[src/rtl/jtcps1_fbwr_if.sv]
// Frame-buffer write bus between jtcps1_fbwr and the external frame buffer.
//   line_data  pixel to store
//   line_addr  column (x) of line_data
//   line_row   row (y) of line_data
//   line_wr    write request, held until line_wr_ok
//   line_wr_ok frame buffer takes the write on this clock
// master: the writer (jtcps1_fbwr). slave: the frame buffer side.
interface jtcps1_fbwr_if #(
  parameter int DW = 12
);
  logic [DW-1:0] line_data;
  logic [8:0]    line_addr;
  logic [8:0]    line_row;
  logic          line_wr;
  logic          line_wr_ok;

  modport master (
    output line_data, line_addr, line_row, line_wr,
    input  line_wr_ok
  );

  modport slave (
    input  line_data, line_addr, line_row, line_wr,
    output line_wr_ok
  );
endinterface

[src/rtl/jtcps1_fbwr.sv]
// jtcps1_fbwr: frame-buffer writer fed by the colour mixer.
// Each visible pixel (pxl_cen & ~HB & ~VB) is tagged with {vdump, col} and
// queued in a DEPTH-entry FIFO, then drained to the frame buffer through the
// line_wr/line_wr_ok handshake so SDRAM latency never stalls the video.
//
// Ports
//   clk, rstn         clock, synchronous active-low reset
//   pxl_cen, HB, VB   pixel enable and blanking from the video timing
//   vdump             current scan line, stored as the row of each pixel
//   pxl_data          colmix pixel
//   fb_en             frame enable, only looked at on the VB falling edge
//   fb                frame-buffer write bus (master side)
//   frame_done        one-cycle pulse once the whole frame is written
//   overflow          sticky, a pixel was dropped during this frame
//   drop_cnt          dropped pixels this frame, saturating
//                     (only with JTCPS1_FBWR_DROPCNT_EN defined)
//
// Build option: define JTCPS1_FBWR_DROPCNT_EN to add the drop_cnt port.
module jtcps1_fbwr #(
  parameter int DEPTH = 16,
  parameter int DW    = 12
) (
  input  logic          clk,
  input  logic          rstn,
  input  logic          pxl_cen,
  input  logic          HB,
  input  logic          VB,
  input  logic [8:0]    vdump,
  input  logic [DW-1:0] pxl_data,
  input  logic          fb_en,
  jtcps1_fbwr_if.master fb,
  output logic          frame_done,
  output logic          overflow
`ifdef JTCPS1_FBWR_DROPCNT_EN
  ,
  output logic [15:0]   drop_cnt
`endif
);

  localparam int AW = $clog2(DEPTH);
  localparam logic [AW:0]   CNT_FULL = (AW+1)'(DEPTH);
  localparam logic [AW:0]   CNT_ONE  = (AW+1)'(1);
  localparam logic [AW-1:0] PTR_ONE  = AW'(1);

  typedef struct packed {
    logic [8:0]    row;
    logic [8:0]    col;
    logic [DW-1:0] data;
  } ent_t;

  typedef enum logic [1:0] {WAIT_VB, ACTIVE, FLUSH, DONE} state_t;

  state_t        st, st_nx;
  logic          vb_l, vb_fall, vb_rise, enter_act;
  logic [8:0]    col;

  ent_t          mem [DEPTH];
  logic [AW-1:0] wr_ptr, rd_ptr;
  logic [AW:0]   count;
  logic          empty, full;
  logic          push_try, push_ok, drop;
  logic          accept, load_idle, more;
  ent_t          head, nxt, load_ent;

  // ---------------------------------------------------------------- FSM
  assign vb_fall = vb_l & ~VB;
  assign vb_rise = ~vb_l & VB;

  always_ff @(posedge clk) begin
    if (!rstn) begin
      st   <= WAIT_VB;
      vb_l <= 1'b0;     // VB must be seen high before a falling edge counts
    end else begin
      st   <= st_nx;
      vb_l <= VB;
    end
  end

  always_comb begin
    st_nx     = st;
    enter_act = 1'b0;
    case (st)
      WAIT_VB: if (vb_fall && fb_en) begin
        st_nx     = ACTIVE;
        enter_act = 1'b1;
      end
      ACTIVE:  if (vb_rise) st_nx = FLUSH;
      // The head stays in the FIFO until accepted, so empty alone would be
      // enough; line_wr is checked too so no write is ever left in flight.
      FLUSH:   if (empty && !fb.line_wr) st_nx = DONE;
      DONE:    st_nx = WAIT_VB;
      default: st_nx = WAIT_VB;
    endcase
  end

  assign frame_done = (st == DONE);

  // ---------------------------------------------------------- push side
  assign push_try = (st == ACTIVE) & pxl_cen & ~HB & ~VB;
  assign empty    = (count == '0);
  // Full is judged before any pop on the same edge: a pixel arriving on the
  // edge that frees a slot is still dropped.
  assign full     = (count == CNT_FULL);
  assign push_ok  = push_try & ~full;
  assign drop     = push_try & full;

  // Column advances on every attempt so pixels after a drop keep their x.
  always_ff @(posedge clk) begin
    if (!rstn)         col <= '0;
    else if (HB)       col <= '0;
    else if (push_try) col <= col + 9'd1;
  end

  always_ff @(posedge clk) begin
    if (push_ok) mem[wr_ptr] <= '{row: vdump, col: col, data: pxl_data};
  end

  // --------------------------------------------------------- drain side
  // The entry shown on the bus remains the FIFO head until accepted, so it
  // still occupies a slot. Popping happens only on acceptance.
  assign accept    = fb.line_wr & fb.line_wr_ok;
  assign load_idle = ~fb.line_wr & ~empty;
  assign more      = (count > CNT_ONE);
  assign head      = mem[rd_ptr];
  assign nxt       = mem[rd_ptr + PTR_ONE];
  assign load_ent  = fb.line_wr ? nxt : head;

  always_ff @(posedge clk) begin
    if (!rstn) begin
      wr_ptr <= '0;
      rd_ptr <= '0;
      count  <= '0;
    end else begin
      if (push_ok) wr_ptr <= wr_ptr + PTR_ONE;
      if (accept)  rd_ptr <= rd_ptr + PTR_ONE;
      case ({push_ok, accept})
        2'b10:   count <= count + CNT_ONE;
        2'b01:   count <= count - CNT_ONE;
        default: count <= count;
      endcase
    end
  end

  // Output register: loads when idle, or right on acceptance when the next
  // entry is already stored (back-to-back writes). Holds during a stall.
  always_ff @(posedge clk) begin
    if (!rstn) begin
      fb.line_wr   <= 1'b0;
      fb.line_data <= '0;
      fb.line_addr <= '0;
      fb.line_row  <= '0;
    end else if (load_idle || (accept && more)) begin
      fb.line_wr   <= 1'b1;
      fb.line_data <= load_ent.data;
      fb.line_addr <= load_ent.col;
      fb.line_row  <= load_ent.row;
    end else if (accept) begin
      fb.line_wr   <= 1'b0;
    end
  end

  // ------------------------------------------------------ drop reporting
  always_ff @(posedge clk) begin
    if (!rstn)          overflow <= 1'b0;
    else if (enter_act) overflow <= 1'b0;
    else if (drop)      overflow <= 1'b1;
  end

`ifdef JTCPS1_FBWR_DROPCNT_EN
  always_ff @(posedge clk) begin
    if (!rstn)                              drop_cnt <= '0;
    else if (enter_act)                     drop_cnt <= '0;
    else if (drop && drop_cnt != 16'hFFFF)  drop_cnt <= drop_cnt + 16'd1;
  end
`endif

endmodule
[src/flat_wrapper.sv]
// flat-port wrapper written by rule: the top's interface ports become plain ports
module jtcps1_fbwr_flat 
#(
  parameter int DEPTH = 16,
  parameter int DW    = 12
)
  (clk, rstn, pxl_cen, HB, VB, vdump, pxl_data, fb_en, frame_done, overflow, fb_line_data, fb_line_addr, fb_line_row, fb_line_wr, fb_line_wr_ok);
  jtcps1_fbwr_if #(.DW(DW)) fb_i ();
  input  logic clk;
  input  logic rstn;
  input  logic pxl_cen;
  input  logic HB;
  input  logic VB;
  input  logic [8:0] vdump;
  input  logic [DW-1:0] pxl_data;
  input  logic fb_en;
  output logic frame_done;
  output logic overflow;
  output wire logic [$bits(fb_i.line_data)-1:0] fb_line_data;
  output wire logic [$bits(fb_i.line_addr)-1:0] fb_line_addr;
  output wire logic [$bits(fb_i.line_row)-1:0] fb_line_row;
  output wire logic [$bits(fb_i.line_wr)-1:0] fb_line_wr;
  input wire logic [$bits(fb_i.line_wr_ok)-1:0] fb_line_wr_ok;
  assign fb_line_data = fb_i.line_data;
  assign fb_line_addr = fb_i.line_addr;
  assign fb_line_row = fb_i.line_row;
  assign fb_line_wr = fb_i.line_wr;
  assign fb_i.line_wr_ok = fb_line_wr_ok;
  jtcps1_fbwr #(.DEPTH(DEPTH), .DW(DW)) u_core (.clk(clk), .rstn(rstn), .pxl_cen(pxl_cen), .HB(HB), .VB(VB), .vdump(vdump), .pxl_data(pxl_data), .fb_en(fb_en), .fb(fb_i), .frame_done(frame_done), .overflow(overflow));
endmodule
[config.mk]
export PLATFORM = sky130hd
export DESIGN_NAME = jtcps1_fbwr_flat
export DESIGN_NICKNAME = d
export VERILOG_FILES = /design/src/rtl/jtcps1_fbwr_if.sv /design/src/rtl/jtcps1_fbwr.sv /design/src/flat_wrapper.sv
export SDC_FILE = /design/constraint.sdc
export NUM_CORES = 1
export LEC_CHECK = 0
export BUFFER_PORTS_ARGS = -buffer_cell sky130_fd_sc_hd__buf_2
export CAP_MARGIN = 10
export CORE_MARGIN = 3
export CORE_UTILIZATION = 45
export DETAILED_ROUTE_END_ITERATION = 7
export PLACE_DENSITY = 0.73
export SLEW_MARGIN = 10
export SYNTH_ARGS = -nofsm -noshare
export SYNTH_HDL_FRONTEND = slang
export SYNTH_SLANG_ARGS = --single-unit
export TNS_END_PERCENT = 10
[constraint.sdc]
create_clock -name clk -period 4.8 [get_ports clk]
set_input_delay 0.48 -clock clk [delete_from_list [all_inputs] [get_ports clk]]
set_output_delay 0.48 -clock clk [all_outputs]
set_load 0.05 [all_outputs]
# --- Yosys cells after proc, flatten, opt, wreduce, memory -nomap -nowiden ---
# Memory sizes are Yosys's and may differ from the RTL's. A register that Yosys moved wholly into a read port is not among the register bits.
# Cells that the tools add are included.
totals:
  regBits: 57
  latchBits: 0
  ram_bits: 480
  mem_bits_ro: 0
  input_bits: 28
  mem_count: 1
classes:
  add_sub_neg: 5
  multipliers: 0
  div: 0
  order_cmp: 1
  n_eq_ne: 9
  shifts: 0
  n_mux: 14
  n_bitwise: 16
  reduce_logical: 12
mem_list:
  columns: ["memory", "words", "width", "read_ports", "rd_ports_with_merged_regs", "wr", "line", "rtl"]
  rows:
  - ["u_core.mem", 16, 30, 2, 1, 1, "jtcps1_fbwr.sv:57", "ent_t mem [DEPTH];"]
op_table:
  columns: ["cell", "n"]
  rows:
  - ["two-way mux 30 bit", 1]
  - ["one-hot mux 5 bit (2 select lines)", 1]
  - ["adder 9 x 1 -> 9 bit (second input constant)", 1]
  - ["bitwise AND 1 bit", 9]
  - ["adder 4 x 1 -> 4 bit (second input constant)", 2]
  - ["two-way mux 4 bit", 2]
  - ["one-hot mux 2 bit (4 select lines)", 1]
  - ["inverter 1 bit", 7]
  - ["== test 2 bit (second input constant)", 3]
  - ["two-way mux 1 bit", 6]
  - ["two-way mux 2 bit", 3]
  - ["!= test 2 x 1 -> 1 bit (second input constant)", 3]
  - ["adder 5 x 1 -> 5 bit (second input constant)", 1]
  - ["== test 5 bit (second input constant)", 1]
  - ["greater-than comparator 5 x 1 -> 1 bit (second input constant)", 1]
  - ["logical NOT 5 bit", 1]
  - ["subtractor 5 x 1 -> 5 bit (second input constant)", 1]
  - ["== test 2 x 1 -> 1 bit (second input constant)", 2]
  - ["nonzero test 2 bit", 2]
  - ["OR reduction 2 bit", 2]
  - ["logical AND 1 bit", 3]
  - ["AND reduction 3 bit", 1]
  - ["logical NOT 2 bit", 1]
  - ["logical NOT 1 bit", 1]
  - ["logical OR 1 bit", 1]

# --- Longest topological paths before layout ---
# Gate-level depths: netlist of the first run.
depth:
  word_depth: 7
  mapped_depth: 12

# --- Least setup slack after synthesis of the first run ---
# OpenSTA, ideal clock, no wires.
synth_path:
  path_type: "register to register"
  from: "register u_core.st[1]"
  to: "memory u_core.mem[0][0] in the netlist's numbering, enable pin"
  setup_time_ns: 0.493
  arrival_time_ns: 4.250
  t_required_ns: 4.307
  setup_slack_ns: 0.058
  path_stages_with_launch: 8
  period_less_slack_ns: 4.742
  path_cell_list: "dfxtp_1 > inv_1 > ha_1 > nor4bb_1 > buf_2 > o31a_2 > clkinv_1 > nor4_1"
synth_via:
  elab_chain_cells: 7
synth_lines:
  columns: ["item", "line", "rtl"]
  rows:
  - ["from (decl)", "jtcps1_fbwr.sv:53", "state_t st, st_nx;"]
  - ["from (signal assigned)", "jtcps1_fbwr.sv:74", "st <= st_nx;"]
  - ["== test 2 x 1 -> 1 bit", "jtcps1_fbwr.sv:99", "assign push_try = (st == ACTIVE) & pxl_cen & ~HB & ~VB;"]
  - ["bitwise AND 1 bit (3 in series)", "jtcps1_fbwr.sv:99", null]
  - ["bitwise AND 1 bit", "jtcps1_fbwr.sv:104", "assign push_ok = push_try & ~full;"]
  - ["two-way mux 1 bit", "jtcps1_fbwr.sv:115", "if (push_ok) mem[wr_ptr] <= '{row: vdump, col: col, data: pxl_data};"]
  - ["two-way mux 1 bit (implied by the code)", "jtcps1_fbwr.sv:115", null]
  - ["to (decl)", "jtcps1_fbwr.sv:57", null]
# Every way passes these cells.

# --- Final worst setup path of the first run ---
layout_path:
  from: "register u_core.st[1]"
  to: "memory u_core.mem[9][18] in the netlist's numbering, enable pin"
# The elaborated chain is that of the path after synthesis.

==> run metrics, run 1 <==
CTS max path bufs 3; vias in the first global route 15,700; Seq pwr share 45.3%; Initial DRT Pass Iterations 6; Final Critical Period around 3.6 ns; clk_lat worst skew just over 0.6 ns; reg-to-reg endpoint u_core.mem[9][18]; yosys warns 0; hold buffers post-CTS 0; Starting Density between 40 and 50%; Arr. time, crit path around 3.9 ns; r2r setup slk 1.16 ns; Hold Path Class primary input to flip-flop; Main synth FF type edfxtp_1; TritonCTS clock tree built; # diodes 0; Slowest-stage cell, CP and2_2; nets@finish approximately 1,600; # Post-CTS Setup Buffers 0; count leader, synth edfxtp_1; Worst Reg2Reg Path Length in Cells 7; Max Slew Vio Count 0; post-synth top area share ~59%; Worst setup SP type flip-flop; post-route ant nets 0; Slew @ Worst Pin ~1.4 ns; RD Place Congestion between 0.8 and 0.9; clock power share a little over a third; non-filler cells, final 2,321; Int Power approximately 8600 uW; H-tree Lvls 2; PD cells 436 mW/mm^2; share of post-route cells with drive strength above 1 around a quarter; Comb pwr share about a fifth; hold path endpoint u_core.vb_l; Total Wirelength around 65 mm; sw frac between 20% and 30%; Crit path max-delay family simple AND/OR/NAND/NOR gates; largest net degree at the start of global routing 73; TritonCTS buffer count 55; DIE HEIGHT 239 um; R2R Path Start u_core.st[1]; relative slew slack 7.82%; PostCTS Resize Cnt 0; global-route wire length before repair 97.9 mm; worst path bufs/invs 2; Final Hold Vio Count 0; WHS about 0.13 ns; Mapped Area between 0.02 and 0.025 mm^2; drt initial violations between 2,000 and 2,500; CP cell instances inv_1 > ha_1 > nor4bb_2 > o31a_2 > clkinv_1 > nor3b_1 > and2_2; CP max FO 30; die area 0.0573 mm^2; Critical Path RT roughly 5.0 ns; Port Buffer Count 60; total design power approximately 12,000 uW; critical path capture point type flip-flop; syn avg cell area between 15 and 20 um^2; final setup TNS 0 ns; Detail Placement HPWL 36.9 mm; row count 84; sequential area share after synthesis between 60% and 70%; period utilization 75.8%; max-cap violation count 0; leakage power about 0.0086 uW; syn_nets about 1,600; DR vias around 15,000; RSZ-0062 raised after global routing false; setup violators final 0; hold path depth 2; Inst Count DP approximately 2,200; Crit path largest cell delay slightly above 0.9 ns; Die X around 240 um; DRC 0; CTS Sinks roughly 540; GRT Total Usage a little under a quarter; Async S/R FF share, synth 0%; DR WL/cell 28.0 um; Hold Startpoint VB; switching pwr ~3400 uW; fill cell count roughly 4,200; Max IR drop VDD 0.000372 V; highest clock rate approximately 270 MHz; initial antenna violation count 0; DR vias/cell 6.58; Reg clk slew, reported paths 0.06 ns; CP Class flip-flop to flip-flop; post-synth top area cell edfxtp_1; FF/Latch Area 0.0156 mm^2; top post-synthesis cells by count edfxtp_1, nand2_1, mux4_2; core area ~0.053 mm^2; multi-input logic area 0.00846 mm^2; leading cell types by total area after synthesis edfxtp_1, mux4_2, dfxtp_1; status finished clean; Post-synth EDFFs 480; CTS root buffer clkbuf_16; Mapped Cells between 1,500 and 2,000; Area Growth Syn to Fin 12.1%; Fin Clk Skew ~0.013 ns; Unique masters post-synth 50; total grt overflow 0; IO Count between 60 and 70; synthesis-stage register bit count 541
## power by group through the flow
stage | Sequential, uW | Combinational, uW | Clock (uW)
2_1_floorplan | 5810 | 1370 | 0
3_3_place_gp | 5530 | 2320 | 0
3_5_place_dp | 5530 | 2350 | 0
4_1_cts | 5440 | 2360 | 4240
5_1_grt | 5460 | 2490 | 4440
6_report | 5430 | 2360 | 4190
## metal layers
layer | routed length [um] | GRT usage [%] | vias to the layer above
li1 | - | - | 6309
met1 | 24700 | 30.0 | 7819
met2 | 31500 | 37.9 | 939
met3 | 6090 | 4.39 | 195
met4 | 2840 | 10.1 | 0
met5 | 0 | 0 | -
## area by class of cell
type                            instances  area share, %
Clock buffer                           77           5.53
Clock inverter                         26          0.887
Inverter                               17          0.232
Multi-Input combinational cell        870           30.8
Sequential cell                       541           56.9
Tap cell                              688           3.13
Timing Repair Buffer                  102           2.53
## stage by stage
step | setup WS [ns] | area [um^2] | utilization, %
floorplan | 0.0578 | 24500 | -
global placement | 1.25 | 25700 | 48.4
detailed placement | 1.18 | 25700 | 48.4
CTS | 1.18 | 27500 | 51.7
global route | 0.972 | 27500 | 51.7
finish | 1.16 | 27500 | 51.7
## worst max-delay path by stage
stage / from / to / slack, ns / cells past startpoint
6_report: u_core.st[1] / u_core.mem[9][18] / 1.16 / 7
4_1_cts: u_core.st[1] / u_core.mem[9][10] / 1.18 / 7
3_3_place_gp: HB / u_core.mem[10][6] / 1.25 / 6
5_1_grt: u_core.st[1] / u_core.mem[9][25] / 0.97 / 7
2_1_floorplan: u_core.st[1] / u_core.mem[0][0] / 0.06 / 7
3_5_place_dp: HB / u_core.mem[9][6] / 1.18 / 6
## flip-flops by register name (all words and copies together), names as in the netlist, named ones only
register,count
u_core.fb.line_row,9
u_core.count,5
u_core.vb_l,1
u_core.fb.line_wr,1
u_core.fb.line_data,12
u_core.wr_ptr,4
u_core.st,2
u_core.mem,480
u_core.fb.line_addr,9
u_core.col,9
u_core.overflow,1
u_core.rd_ptr,4
## cells by family (layout without fill, tap and decap cells)
family | Yosys count | in the layout | synth area share, %
xor gates and xnor gates | 18 | 18 | 0.643
adders and majority gates | 15 | 15 | 0.765
and+or+nand+nor | 386 | 386 | 6.93
AOI/OAI and AO/OA | 186 | 186 | 5.62
buffers and inverters | 126 | 222 | 2.40
DFF | 541 | 541 | 63.8
muxes | 265 | 265 | 19.9
## layout by cell type, fill, tap and decap left out, types with 29 or more instances in the layout
cell,n
buf_4,35
a32o_1,29
a22oi_1,40
mux2i_1,84
mux4_2,177
buf_2,60
nand2_1,219
clkbuf_16,56
edfxtp_1,480
dfxtp_1,58
a21oi_1,36
nand3_1,67
(Power assumes the default switching activity.)
==> run 2: changes to the inputs <==
==> constraint.sdc (replaced) <==
create_clock -name clk -period 3.1 [get_ports clk]
set_input_delay 0.31 -clock clk [delete_from_list [all_inputs] [get_ports clk]]
set_output_delay 0.31 -clock clk [all_outputs]
set_load 0.05 [all_outputs]
==> run 2 against run 1 <==
  * Maximum frequency is 35% higher
  * Clock skew is 0.0065 ns higher
  * Largest cell class unchanged
  * Global-route usage fell by 0.58 points
  * Flip-flop and latch count stayed put
  * Total power rose by 55%
  * Worst setup slack worse by 0.76 ns
  * Clock power grew 55%
  * Core utilization up 0.64 points
  * Register-to-register slack lost 0.76 ns
  * Non-clock buffer count increased by 31
  * Highest routed layer is now met5
  * Combinational power grew 60%
==> run metrics, run 2 (synthesis gave the netlist of run 1 again) <==
CP max FO 19; Initial DRT Pass Iterations 6; RSZ-0062 raised after global routing false; Final Critical Period between 2 and 3 ns; TritonCTS buffer count 55; Final Hold Vio Count 0; Hold Path Class primary input to flip-flop; critical path capture point type flip-flop; hold buffers post-CTS 3; biggest regs u_core.mem x480, u_core.fb.line_data x12; Starting Density 46.1%; CTS max path bufs 3; setup violators final 0; highest clock rate roughly 370 MHz; CTS root buffer clkbuf_16; total grt overflow 0; RD Place Congestion ~0.84; IO Count 61; Max IR drop VDD just under 0.0004 V; leakage power 0.00876 uW; Arr. time, crit path slightly below 3 ns; DRC 0; DIE HEIGHT roughly 240 um; Port Buffer Count 60; Worst setup SP type flip-flop; status finished clean; Slew @ Worst Pin about 1.2 ns; worst setup margin 0.400 ns; Area Growth Syn to Fin 13.5%; share of post-route cells with drive strength above 1 25.7%; DR vias/cell between 6 and 7; clk_lat worst skew 0.61 ns; largest register by flop count u_core.mem; PD cells between 600 and 700 mW/mm^2; die area between 0.05 and 0.06 mm^2; DR vias roughly 15,000; drt initial violations between 1,500 and 2,000; Detail Placement HPWL between 30 and 40 mm; post-route ant nets 0; DR WL/cell around 27 um; TritonCTS clock tree built; relative slew slack between 10% and 20%; max-cap violation count 0; DP Worst Slack 0.473 ns; period utilization between 80 and 90%; Fin Clk Skew a little under 0.02 ns; most frequent cells in the layout edfxtp_1, nand2_1, mux4_2; # Post-CTS Setup Buffers 0; PostCTS Resize Cnt 0; GRT Total Usage between 20% and 30%; Reg clk slew, reported paths ~0.070 ns; final setup TNS 0 ns; Die X between 200 and 250 um; Critical Path RT between 3 and 4 ns; initial antenna violation count 5; CTS Sinks 541; largest net degree at the start of global routing 74; global-route wire length before repair between 90 and 100 mm; commonest non-fill, non-tap cell in the layout edfxtp_1; vias in the first global route roughly 16,000; row count 84; WHS approximately 0.076 ns; core area 0.0532 mm^2; nets@finish between 1,500 and 2,000; Max Slew Vio Count 0; max FFs per register 480; Total Wirelength between 60 and 70 mm; H-tree Lvls 2; CP Class flip-flop to flip-flop
[run 2: cell count changes in the layout (fill, tap and decap cells not counted), sizes merged]
cell | before | now
inv | 16 | 15
clkinvlp | 2 | 3
buf | 102 | 130
clkinv | 21 | 28
clkbuf | 77 | 70
diode | 0 | 1
dlygate4sd3 | 0 | 3
[run 2: worst max-delay path, stage by stage (launching register included)]
cell      delay (ns)
dfxtp_1         0.34
inv_1           0.09
ha_1            0.16
nor4bb_1        0.35
o31a_2          0.30
clkinv_1        0.16
nor3b_1         0.40
and2_2          0.23
buf_4           0.31
[run 2: final timing paths]
| check | startpoint | end | slack, ns | depth (start not counted) |
|---|---|---|---|---|
| max | u_core.st[1] | u_core.mem[11][11] | 0.40 | 8 |
| max reg2reg | u_core.st[1] | u_core.mem[11][11] | 0.40 | 8 |
| min | fb_en | u_core.overflow | 0.08 | 4 |
| min reg2reg | u_core.fb.line_data[10] | u_core.fb.line_data[10] | 0.46 | 1 |
[run 2: cell type report]
| type | instances | area [um^2] |
|---|---|---|
| Fill cell | 4183 | 25300 |
| Sequential cell | 541 | 15600 |
| Multi-Input combinational cell | 870 | 8500 |
| Clock buffer | 70 | 1480 |
| Timing Repair Buffer | 133 | 993 |
| Tap cell | 688 | 861 |
| Clock inverter | 33 | 289 |
| Inverter | 17 | 63.8 |
| Antenna cell | 1 | 2.50 |
[run 2: where the power goes]
| part | internal [uW] | switching (uW) | total (uW) |
|---|---|---|---|
| combinational | 1420 | 2360 | 3780 |
| sequential | 8120 | 232 | 8350 |
| clock | 3720 | 2760 | 6490 |
| total | 13300 | 5360 | 18600 |
[run 2: per-layer routing]
layer  vias to the layer above  wire (um)  global-route usage [%]
met5                         -         45                       0
met4                         8       2640                    10.2
met3                       168       7100                    6.28
met2                       974      30000                    35.3
met1                      7749      24000                    29.2
li1                       6361          -                       -
[run 2: through the flow]
step	total power [uW]	instance area [um^2]	std cells	util [%]
6_report	18600	27800	2353	52.3
5_1_grt	19300	27800	2352	52.3
4_1_cts	18700	27800	2352	52.3
3_5_place_dp	12300	26000	2246	48.9
3_3_place_gp	12200	26000	2246	48.9
2_1_floorplan	11100	24500	1537	-
